==> src/rtl/uart_tx_mmio_pkg.sv <==
// rtl/uart_tx_mmio_pkg.sv - register offsets, status bit positions and FSM encoding for the UART transmitter
package uart_tx_mmio_pkg;

  localparam logic [3:0] UART_TXDATA_OFF = 4'h0;
  localparam logic [3:0] UART_STATUS_OFF = 4'h4;

  localparam int STAT_FULL  = 0;
  localparam int STAT_EMPTY = 1;
  localparam int STAT_BUSY  = 2;
  localparam int STAT_OVF   = 3;

  typedef enum logic [1:0] {
    ST_IDLE  = 2'd0,
    ST_START = 2'd1,
    ST_DATA  = 2'd2,
    ST_STOP  = 2'd3
  } tx_state_e;

  function automatic logic [31:0] status_word(input logic full, input logic empty,
                                              input logic busy, input logic ovf);
    logic [31:0] w;
    w = '0;
    w[STAT_FULL]  = full;
    w[STAT_EMPTY] = empty;
    w[STAT_BUSY]  = busy;
    w[STAT_OVF]   = ovf;
    return w;
  endfunction

endpackage

==> src/rtl/uart_tx_mmio_sync_fifo.sv <==
// rtl/uart_tx_mmio_sync_fifo.sv - synchronous FIFO with wrap-bit pointers and registered read data
module uart_tx_mmio_sync_fifo #(
  parameter int WIDTH = 8,
  parameter int DEPTH = 8
) (
  input  logic             clk,
  input  logic             rst,
  input  logic             push,
  input  logic [WIDTH-1:0] wdata,
  input  logic             pop,
  output logic [WIDTH-1:0] rdata,
  output logic             full,
  output logic             empty
);

  localparam int AW = $clog2(DEPTH);
  localparam logic [AW:0] PTR_ONE = (AW + 1)'(1);

  logic [WIDTH-1:0] mem [DEPTH];
  logic [AW:0]      wptr;
  logic [AW:0]      rptr;
  logic             do_push;
  logic             do_pop;

  assign empty   = (wptr == rptr);
  assign full    = (wptr[AW] != rptr[AW]) && (wptr[AW-1:0] == rptr[AW-1:0]);
  assign do_pop  = pop && !empty;
  // A pop in the same cycle frees the slot, so a push into a full FIFO is still taken.
  assign do_push = push && (!full || do_pop);

  always_ff @(posedge clk) begin
    if (do_push) begin
      mem[wptr[AW-1:0]] <= wdata;
    end
  end

  always_ff @(posedge clk or posedge rst) begin
    if (rst) begin
      wptr  <= '0;
      rptr  <= '0;
      rdata <= '0;
    end else begin
      if (do_push) begin
        wptr <= wptr + PTR_ONE;
      end
      if (do_pop) begin
        rptr  <= rptr + PTR_ONE;
        rdata <= mem[rptr[AW-1:0]];
      end
    end
  end

endmodule

==> src/rtl/uart_tx_mmio.sv <==
// rtl/uart_tx_mmio.sv - memory-mapped 8N1 UART transmitter with TX FIFO and sticky overflow flag
module uart_tx_mmio
  import uart_tx_mmio_pkg::*;
#(
  parameter int CLK_FREQ   = 100_000_000,
  parameter int BAUD       = 115200,
  parameter int FIFO_DEPTH = 8
) (
  input  logic        i_clk,
  input  logic        i_rst,
  input  logic        i_bus_en,
  input  logic        i_bus_we,
  input  logic [3:0]  i_bus_addr,
  input  logic [31:0] i_bus_wdata,
  output logic [31:0] o_bus_rdata,
  output logic        o_bus_ack,
  output logic        o_tx
);

  localparam int DIV   = CLK_FREQ / BAUD;
  localparam int CNT_W = (DIV > 1) ? $clog2(DIV) : 1;
  localparam logic [CNT_W-1:0] CNT_LOAD = CNT_W'(DIV - 1);

  tx_state_e        state;
  logic [CNT_W-1:0] baud_cnt;
  logic [2:0]       bit_idx;
  logic [7:0]       shift;
  logic             ovf;

  logic       wr_txdata;
  logic       wr_status;
  logic       fifo_pop;
  logic       fifo_full;
  logic       fifo_empty;
  logic [7:0] fifo_rdata;
  logic       ovf_set;
  logic       ovf_clr;
  logic       busy;
  logic       unused_wdata;

  assign unused_wdata = ^i_bus_wdata[31:8];

  assign wr_txdata = i_bus_en && i_bus_we && (i_bus_addr == UART_TXDATA_OFF);
  assign wr_status = i_bus_en && i_bus_we && (i_bus_addr == UART_STATUS_OFF);
  assign busy      = (state != ST_IDLE);
  assign fifo_pop  = (state == ST_IDLE) && !fifo_empty;
  assign ovf_set   = wr_txdata && fifo_full && !fifo_pop;
  assign ovf_clr   = wr_status && i_bus_wdata[STAT_OVF];

  uart_tx_mmio_sync_fifo #(
    .WIDTH (8),
    .DEPTH (FIFO_DEPTH)
  ) u_fifo (
    .clk   (i_clk),
    .rst   (i_rst),
    .push  (wr_txdata),
    .wdata (i_bus_wdata[7:0]),
    .pop   (fifo_pop),
    .rdata (fifo_rdata),
    .full  (fifo_full),
    .empty (fifo_empty)
  );

  always_ff @(posedge i_clk or posedge i_rst) begin
    if (i_rst) begin
      o_bus_ack   <= 1'b0;
      o_bus_rdata <= '0;
    end else begin
      o_bus_ack <= i_bus_en;
      if (i_bus_en && !i_bus_we && (i_bus_addr == UART_STATUS_OFF)) begin
        o_bus_rdata <= status_word(fifo_full, fifo_empty, busy, ovf);
      end else begin
        o_bus_rdata <= '0;
      end
    end
  end

  // A set in the same cycle as a clear must not be lost.
  always_ff @(posedge i_clk or posedge i_rst) begin
    if (i_rst) begin
      ovf <= 1'b0;
    end else if (ovf_set) begin
      ovf <= 1'b1;
    end else if (ovf_clr) begin
      ovf <= 1'b0;
    end
  end

  // o_tx trails the state by one clock, so every line bit still lasts exactly DIV cycles.
  always_ff @(posedge i_clk or posedge i_rst) begin
    if (i_rst) begin
      state    <= ST_IDLE;
      baud_cnt <= '0;
      bit_idx  <= '0;
      shift    <= '0;
      o_tx     <= 1'b1;
    end else begin
      case (state)
        ST_IDLE: begin
          o_tx <= 1'b1;
          if (!fifo_empty) begin
            state    <= ST_START;
            baud_cnt <= CNT_LOAD;
          end
        end
        ST_START: begin
          o_tx <= 1'b0;
          if (baud_cnt == '0) begin
            // FIFO read data became valid the cycle after the pop, well before this point.
            shift    <= fifo_rdata;
            bit_idx  <= '0;
            baud_cnt <= CNT_LOAD;
            state    <= ST_DATA;
          end else begin
            baud_cnt <= baud_cnt - 1'b1;
          end
        end
        ST_DATA: begin
          o_tx <= shift[0];
          if (baud_cnt == '0) begin
            shift    <= {1'b0, shift[7:1]};
            baud_cnt <= CNT_LOAD;
            if (bit_idx == 3'd7) begin
              state <= ST_STOP;
            end else begin
              bit_idx <= bit_idx + 1'b1;
            end
          end else begin
            baud_cnt <= baud_cnt - 1'b1;
          end
        end
        ST_STOP: begin
          o_tx <= 1'b1;
          if (baud_cnt == '0) begin
            state <= ST_IDLE;
          end else begin
            baud_cnt <= baud_cnt - 1'b1;
          end
        end
        default: begin
          state <= ST_IDLE;
          o_tx  <= 1'b1;
        end
      endcase
    end
  end

endmodule

==> config.mk <==
export PLATFORM = sky130hd
export DESIGN_NAME = uart_tx_mmio
export DESIGN_NICKNAME = d
export VERILOG_FILES = /design/src/rtl/uart_tx_mmio_pkg.sv /design/src/rtl/uart_tx_mmio_sync_fifo.sv /design/src/rtl/uart_tx_mmio.sv
export SDC_FILE = /design/constraint.sdc
export NUM_CORES = 1
export LEC_CHECK = 0
export ABC_CLOCK_PERIOD_IN_PS = 6700
export BUFFER_PORTS_ARGS = -buffer_cell sky130_fd_sc_hd__buf_2
export CAP_MARGIN = 0
export CELL_PAD_IN_SITES_DETAIL_PLACEMENT = 1
export CELL_PAD_IN_SITES_GLOBAL_PLACEMENT = 2
export CORE_MARGIN = 3
export CORE_UTILIZATION = 29
export DETAILED_ROUTE_END_ITERATION = 16
export HOLD_SLACK_MARGIN = 0.05
export PLACE_DENSITY = 0.67
export RECOVER_POWER = 100
export SKIP_LAST_GASP = 1
export SLEW_MARGIN = 10
export SYNTH_ARGS = -nofsm -noshare
export SYNTH_HDL_FRONTEND = slang
export SYNTH_SLANG_ARGS = --single-unit
==> constraint.sdc <==
create_clock -name i_clk -period 6.7 [get_ports i_clk]
set_input_delay 0.67 -clock i_clk [delete_from_list [all_inputs] [get_ports i_clk]]
set_output_delay 0.67 -clock i_clk [all_outputs]
set_load 0.01 [all_outputs]
# --- Word level (Yosys, flattened, before mapping) ---
# Memories as Yosys holds them, arrays and structs flattened. A register that Yosys moved wholly into a read port is not among the register bits.
# Cells that the tools add are included.
word_totals:
  ff_bits: 66
  wordCells: 82
  ramBits: 64
  mem_bits_ro: 0
  latchBits: 0
  output_inout_bits: 34
  memories: 1
op_classes:
  n_reduce_logical: 29
  n_eq_ne: 15
  shift: 0
  n_addsub: 4
  n_mul: 0
  bitwise: 0
  div: 0
  muxes: 23
  magnitude_cmp: 0
memory_table:
  columns: ["memory", "words", "word_bits", "rd", "rd_clocked_by_memory_dff", "wr", "line", "rtl"]
  rows:
  - ["u_fifo.mem", 8, 8, 1, 1, 1, "uart_tx_mmio_sync_fifo.sv:19", "logic [WIDTH-1:0] mem [DEPTH];"]
ops:
  columns: ["operator", "count"]
  rows:
  - ["$mux W10", 3]
  - ["$pmux W10 S3", 1]
  - ["$mux W8", 2]
  - ["$pmux W8 S2", 1]
  - ["$ne A2 B2 Y1 const B", 7]
  - ["$logic_and A1 B1 Y1", 12]
  - ["$logic_not A10 Y1", 1]
  - ["$mux W2", 5]
  - ["$sub A10 B1 Y10 const B", 1]
  - ["$mux W3", 3]
  - ["$add A4 B1 Y4 const B", 2]
  - ["$pmux W2 S4", 1]
  - ["$pmux W3 S2", 1]
  - ["$reduce_bool A2 Y1", 3]
  - ["$reduce_and A5 Y1", 1]
  - ["$eq A2 B2 Y1 const B", 2]
  - ["$eq A4 B3 Y1 const B", 1]
  - ["$eq A4 B4 Y1", 1]
  - ["$logic_not A1 Y1", 4]
  - ["$logic_not A4 Y1", 1]
  - ["$mux W1", 4]
  - ["$mux W4", 1]
  - ["$reduce_and A4 Y1", 1]
  - ["$reduce_or A2 Y1", 2]
  - ["other kinds (10)", 10]

# --- Depth between registers and ports, before layout ---
logic_depth:
  word_depth: 8
  ltp_mapped: 7
  mapped_depth_nobuf: 6

# --- Cells and area by module ---
# A second synthesis with hierarchy kept.
hier_totals:
  hier_cells: 368
  area_unflattened_um2: 5092.4
modules_own_cells:
  columns: ["mod", "seq_area_each_um2", "area_per_inst_um2", "cells_each", "n_inst"]
  rows:
  - ["uart_tx_mmio_sync_fifo", 2322.2, 3231.8, 174, 1]
  - ["uart_tx_mmio", 752.0, 1860.5, 194, 1]

# --- Worst setup path after synthesis ---
# Ideal clock, no wire load.
synth_path:
  path_type: "input-to-reg"
  startpoint: "input i_bus_addr[1]"
  endpoint: "memory u_fifo.mem[0][0] (enable)"
  setup_ns: 0.395
  slack_ns: 3.839
  cell_stages: 4
  path_buffers: 0
  t_arrival_ns: 2.466
  t_required_ns: 6.305
  cell_sequence: "nor4b_1 nor3b_2 o21ai_4 nor4_1"
synth_via:
  elab_chain_cells: 5
synth_rtl:
  columns: ["element", "line", "rtl"]
  rows:
  - ["start: declaration", "uart_tx_mmio.sv:13", "input logic [3:0] i_bus_addr,"]
  - ["$logic_not A4 Y1", "uart_tx_mmio.sv:43", "assign wr_txdata = i_bus_en && i_bus_we && (i_bus_addr == UART_TXDATA_OFF);"]
  - ["$logic_and A1 B1 Y1", "uart_tx_mmio.sv:43", null]
  - ["$logic_and A1 B1 Y1", "uart_tx_mmio_sync_fifo.sv:29", "assign do_push = push && (!full || do_pop);"]
  - ["$mux W1", "uart_tx_mmio_sync_fifo.sv:32", "if (do_push) begin"]
  - ["$mux W1 (not written as such)", "uart_tx_mmio_sync_fifo.sv:33", "mem[wptr[AW-1:0]] <= wdata;"]
  - ["end: declaration", "uart_tx_mmio_sync_fifo.sv:19", null]
# No other way between the ends.

# --- Worst setup path after layout ---
layout_path:
  startpoint: "register u_fifo.rptr[1]"
  endpoint: "register u_fifo.rptr[3]"
layout_via:
  elab_chain_cells: 4
layout_rtl:
  columns: ["element", "line", "rtl"]
  rows:
  - ["start: declaration", "uart_tx_mmio_sync_fifo.sv:21", "logic [AW:0] rptr;"]
  - ["start signal: assignment", "uart_tx_mmio_sync_fifo.sv:47", "rptr <= rptr + PTR_ONE;"]
  - ["parallel branches: the longest is 4 deep, another holds $add A4 B1 Y4", null, null]
# Parallel ways; which one is timed is not known.
# A chain may end at the register's enable or synchronous reset.

==> impl_metrics.py <==
metrics = {
    "status": {
        "outcome": "finished, violations left",
        "violations": "max-capacitance violations, max-slew violations",
    },
    "drt": {
        "routed_wl_um": 10100,
        "ant_nets": 0,
        "drt_iter0_markers": 165,
        "wl_per_cell_um": 16.5,
        "post-route-drc-count": 0,
        "dr.pass1.iters": 4,
        "vias": 2878,
        "via_per_inst": 4.69,
    },
    "setup_path": {
        "required_ps": 6930,
        "path_max_fanout": 20,
        "arrival_ps": 4330,
        "path_cells": "xor2_1 -> o41ai_1 -> nor2_1 -> xor2_1",
        "end_kind": "flop",
        "crit_path_max_incr_delay_ps": 2270,
        "startpoint_type": "flop",
        "r2r_start": "u_fifo.rptr[1]",
        "path_delay_family": "compound AO/OA/AOI/OAI gates",
        "r2r_end": "u_fifo.rptr[3]",
        "critPathSlowestCell": "o41ai_1",
        "worstSetupPathType": "flop to flop",
        "crit_buf_inv": 0,
        "worst_r2r_path_depth": 4,
        "rrSetupSlack_ps": 2600,
        "path_common_cell": "xor2_1",
    },
    "clock_tree": {
        "clk_latency_ps": 350,
        "numCtsBuffers": 9,
        "cts_setup_buffers": 0,
        "cts_resized": 0,
        "cts-htree-levels": 3,
        "cts_root_buf": "clkbuf_16",
        "clk_pin_slew_ps": 80,
        "hold_buffers": 0,
        "cts_tree": "done",
        "clkSinkCount": 110,
        "cts_buffer_depth": 2,
    },
    "sta": {
        "hold_ws_ps": 444,
        "hold_viol": 0,
        "setup_viol_count_final": 0,
        "finalCritPeriodShare_pct": 61.2,
        "worstMarginPinSlew_ps": 2750,
        "rsz0062_at_grt": "false",
        "tns_ps": 0,
        "fin_crit_ps": 4100,
        "finalClockSkew_ps": 6.81,
        "drv_slew": 86,
        "fmax_ghz": 0.244,
        "slew_headroom_pct": -85.4,
    },
    "power": {
        "irDropWorstVdd_uv": 211,
        "power.density_mw_per_mm2": 411,
        "combPwrFrac_pct": 34.8,
        "p_int_mw": 1.45,
        "p_leak_nw": 2.14,
        "sequentialPowerShare_pct": 41.5,
        "p_sw_share_pct": 36.8,
        "power_mw": 2.29,
        "power.switching_mw": 0.844,
        "pwr-share-clk_pct": 23.7,
    },
    "synthesis": {
        "netlist.area_leader.share_pct": 37.3,
        "synth_edf_count": 64,
        "synth_common_cells": "edfxtp_1 (64), dfrtp_1 (45), buf_4 (31), nor2_1 (24), inv_1 (18)",
        "ys_warn_count": 0,
        "post_synth_instance_area_mm2": 0.00515,
        "synth.distinct_cells": 62,
        "ys_async_sr_fraction_pct": 41.8,
        "syn_area_per_cell_um2": 14.2,
        "ys_seq_area_share_pct": 59.7,
        "yosys.area.top_type": "edfxtp_1",
        "synth_ff_type": "edfxtp_1",
        "post-synth-top-count-cell": "edfxtp_1",
        "synthCells": 363,
        "ys_ff_latch": 110,
        "synth_area_leaders": "edfxtp_1 (37%), dfrtp_1 (22%), mux4_2 (5.2%)",
    },
    "finish": {
        "num_antenna_cells": 0,
        "nets": 434,
        "drive_gt1_share_pct": 11.9,
        "area_delta_synth_final_pct": 8.31,
    },
    "global_routing": {
        "grt_max_degree": 47,
        "grt_pass1_vias": 3072,
        "antenna_found_initial": 0,
        "grt_first_pass_wirelength_um": 16600,
        "grt_usage_pct": 10.9,
        "gr-total-overflow": 0,
    },
    "job": {
        "drv_cap": 4,
    },
    "die": {
        "start_util_pct": 29.7,
        "core_mm2": 0.0174,
        "die_h_um": 139,
        "die_w_um": 139,
        "pin_count": 74,
        "placementRows": 48,
        "die_area_mm2": 0.0194,
    },
    "min_path": {
        "hold_end": "o_bus_ack",
        "min_path_cells": 1,
        "worstHoldStart": "i_bus_en",
        "min_path_type": "input port to flop",
    },
    "placed_design": {
        "dp_hpwl_um": 6780,
        "io_buffers": 21,
        "gp_congestion": 0.746,
    },
}
metrics by stage:
| stage | instances | util, % | cell area, um^2 | setup WS [ps] |
|---|---|---|---|---|
| final | 613 | 32.1 | 5580 | 2600 |
| after floorplan | 390 | - | 5250 | 3840 |
| after detailed placement | 597 | 31.0 | 5380 | 3480 |
| after global placement | 597 | 31.0 | 5380 | 3570 |
| after CTS | 613 | 32.8 | 5690 | 3660 |
| after global routing | 613 | 32.1 | 5580 | 1960 |
how the worst max path moves through the flow:
stage	cells past startpoint	slack (ps)	start	end
final	4	2600	u_fifo.rptr[1]	u_fifo.rptr[3]
after global routing	3	1960	u_fifo.rptr[1]	u_fifo.rdata[1]
after CTS	4	3660	u_fifo.rptr[2]	u_fifo.mem[5][5]
after detailed placement	5	3480	i_bus_addr[1]	u_fifo.mem[5][2]
after global placement	5	3570	i_bus_addr[1]	u_fifo.mem[5][2]
after floorplan	4	3840	i_bus_addr[1]	u_fifo.mem[0][0]
placed cells by master (no fill, tap or decap), types with 12 or more instances in the layout:
cell      synthesis  routed
mux4_2           12      12
nand2_1          12      12
edfxtp_1         64      64
inv_1            18      18
conb_1            1      28
dfrtp_1          45      45
clkbuf_1          4      16
a21oi_1          12      12
nor2_1           24      24
o21ai_0          11      13
mux2i_1          17      17
layer usage:
layer,GRT usage (%),part of all wire [%]
met5,0,0
met4,2.47,0.86
met3,2.92,3.7
met2,19.5,53
met1,13.0,43
layout make-up:
class / count / area, um^2
clock buffers: 9 / 225
fillers: 1841 / 11800
well taps: 225 / 282
repair buffers: 24 / 105
clock inverters: 7 / 81.3
flip-flops and latches: 110 / 3070
inverters: 18 / 67.6
multi-input cells: 220 / 1740
sequential cells by signal (all words and copies together), names as in the netlist:
| name | cells |
|---|---|
| o_bus_rdata | 4 |
| u_fifo.mem | 64 |
| o_tx | 1 |
| bit_idx | 3 |
| ovf | 1 |
| u_fifo.rptr | 4 |
| u_fifo.wptr | 4 |
| state | 2 |
| u_fifo.rdata | 8 |
| o_bus_ack | 1 |
| baud_cnt | 10 |
| shift | 8 |
cells by family after synthesis:
group / synth area share (%)
simple gates: 7.46
other cells: 0.0728
compound gates: 9.23
buf+inv: 7.14
xor+xnor: 2.16
mux: 11.5
flops: 59.7
fa+ha+maj: 2.67
power groups by stage:
stage / combinational, mW / clock [mW] / sequential [mW]
2_1_floorplan: 0.732 / 0 / 0.900
6_report: 0.798 / 0.544 / 0.950
5_1_grt: 0.897 / 0.593 / 0.974
4_1_cts: 0.858 / 0.563 / 0.956
3_3_place_gp: 0.830 / 0 / 0.965
3_5_place_dp: 0.853 / 0 / 0.970
No activity file was read; power rests on OpenSTA's default activity.
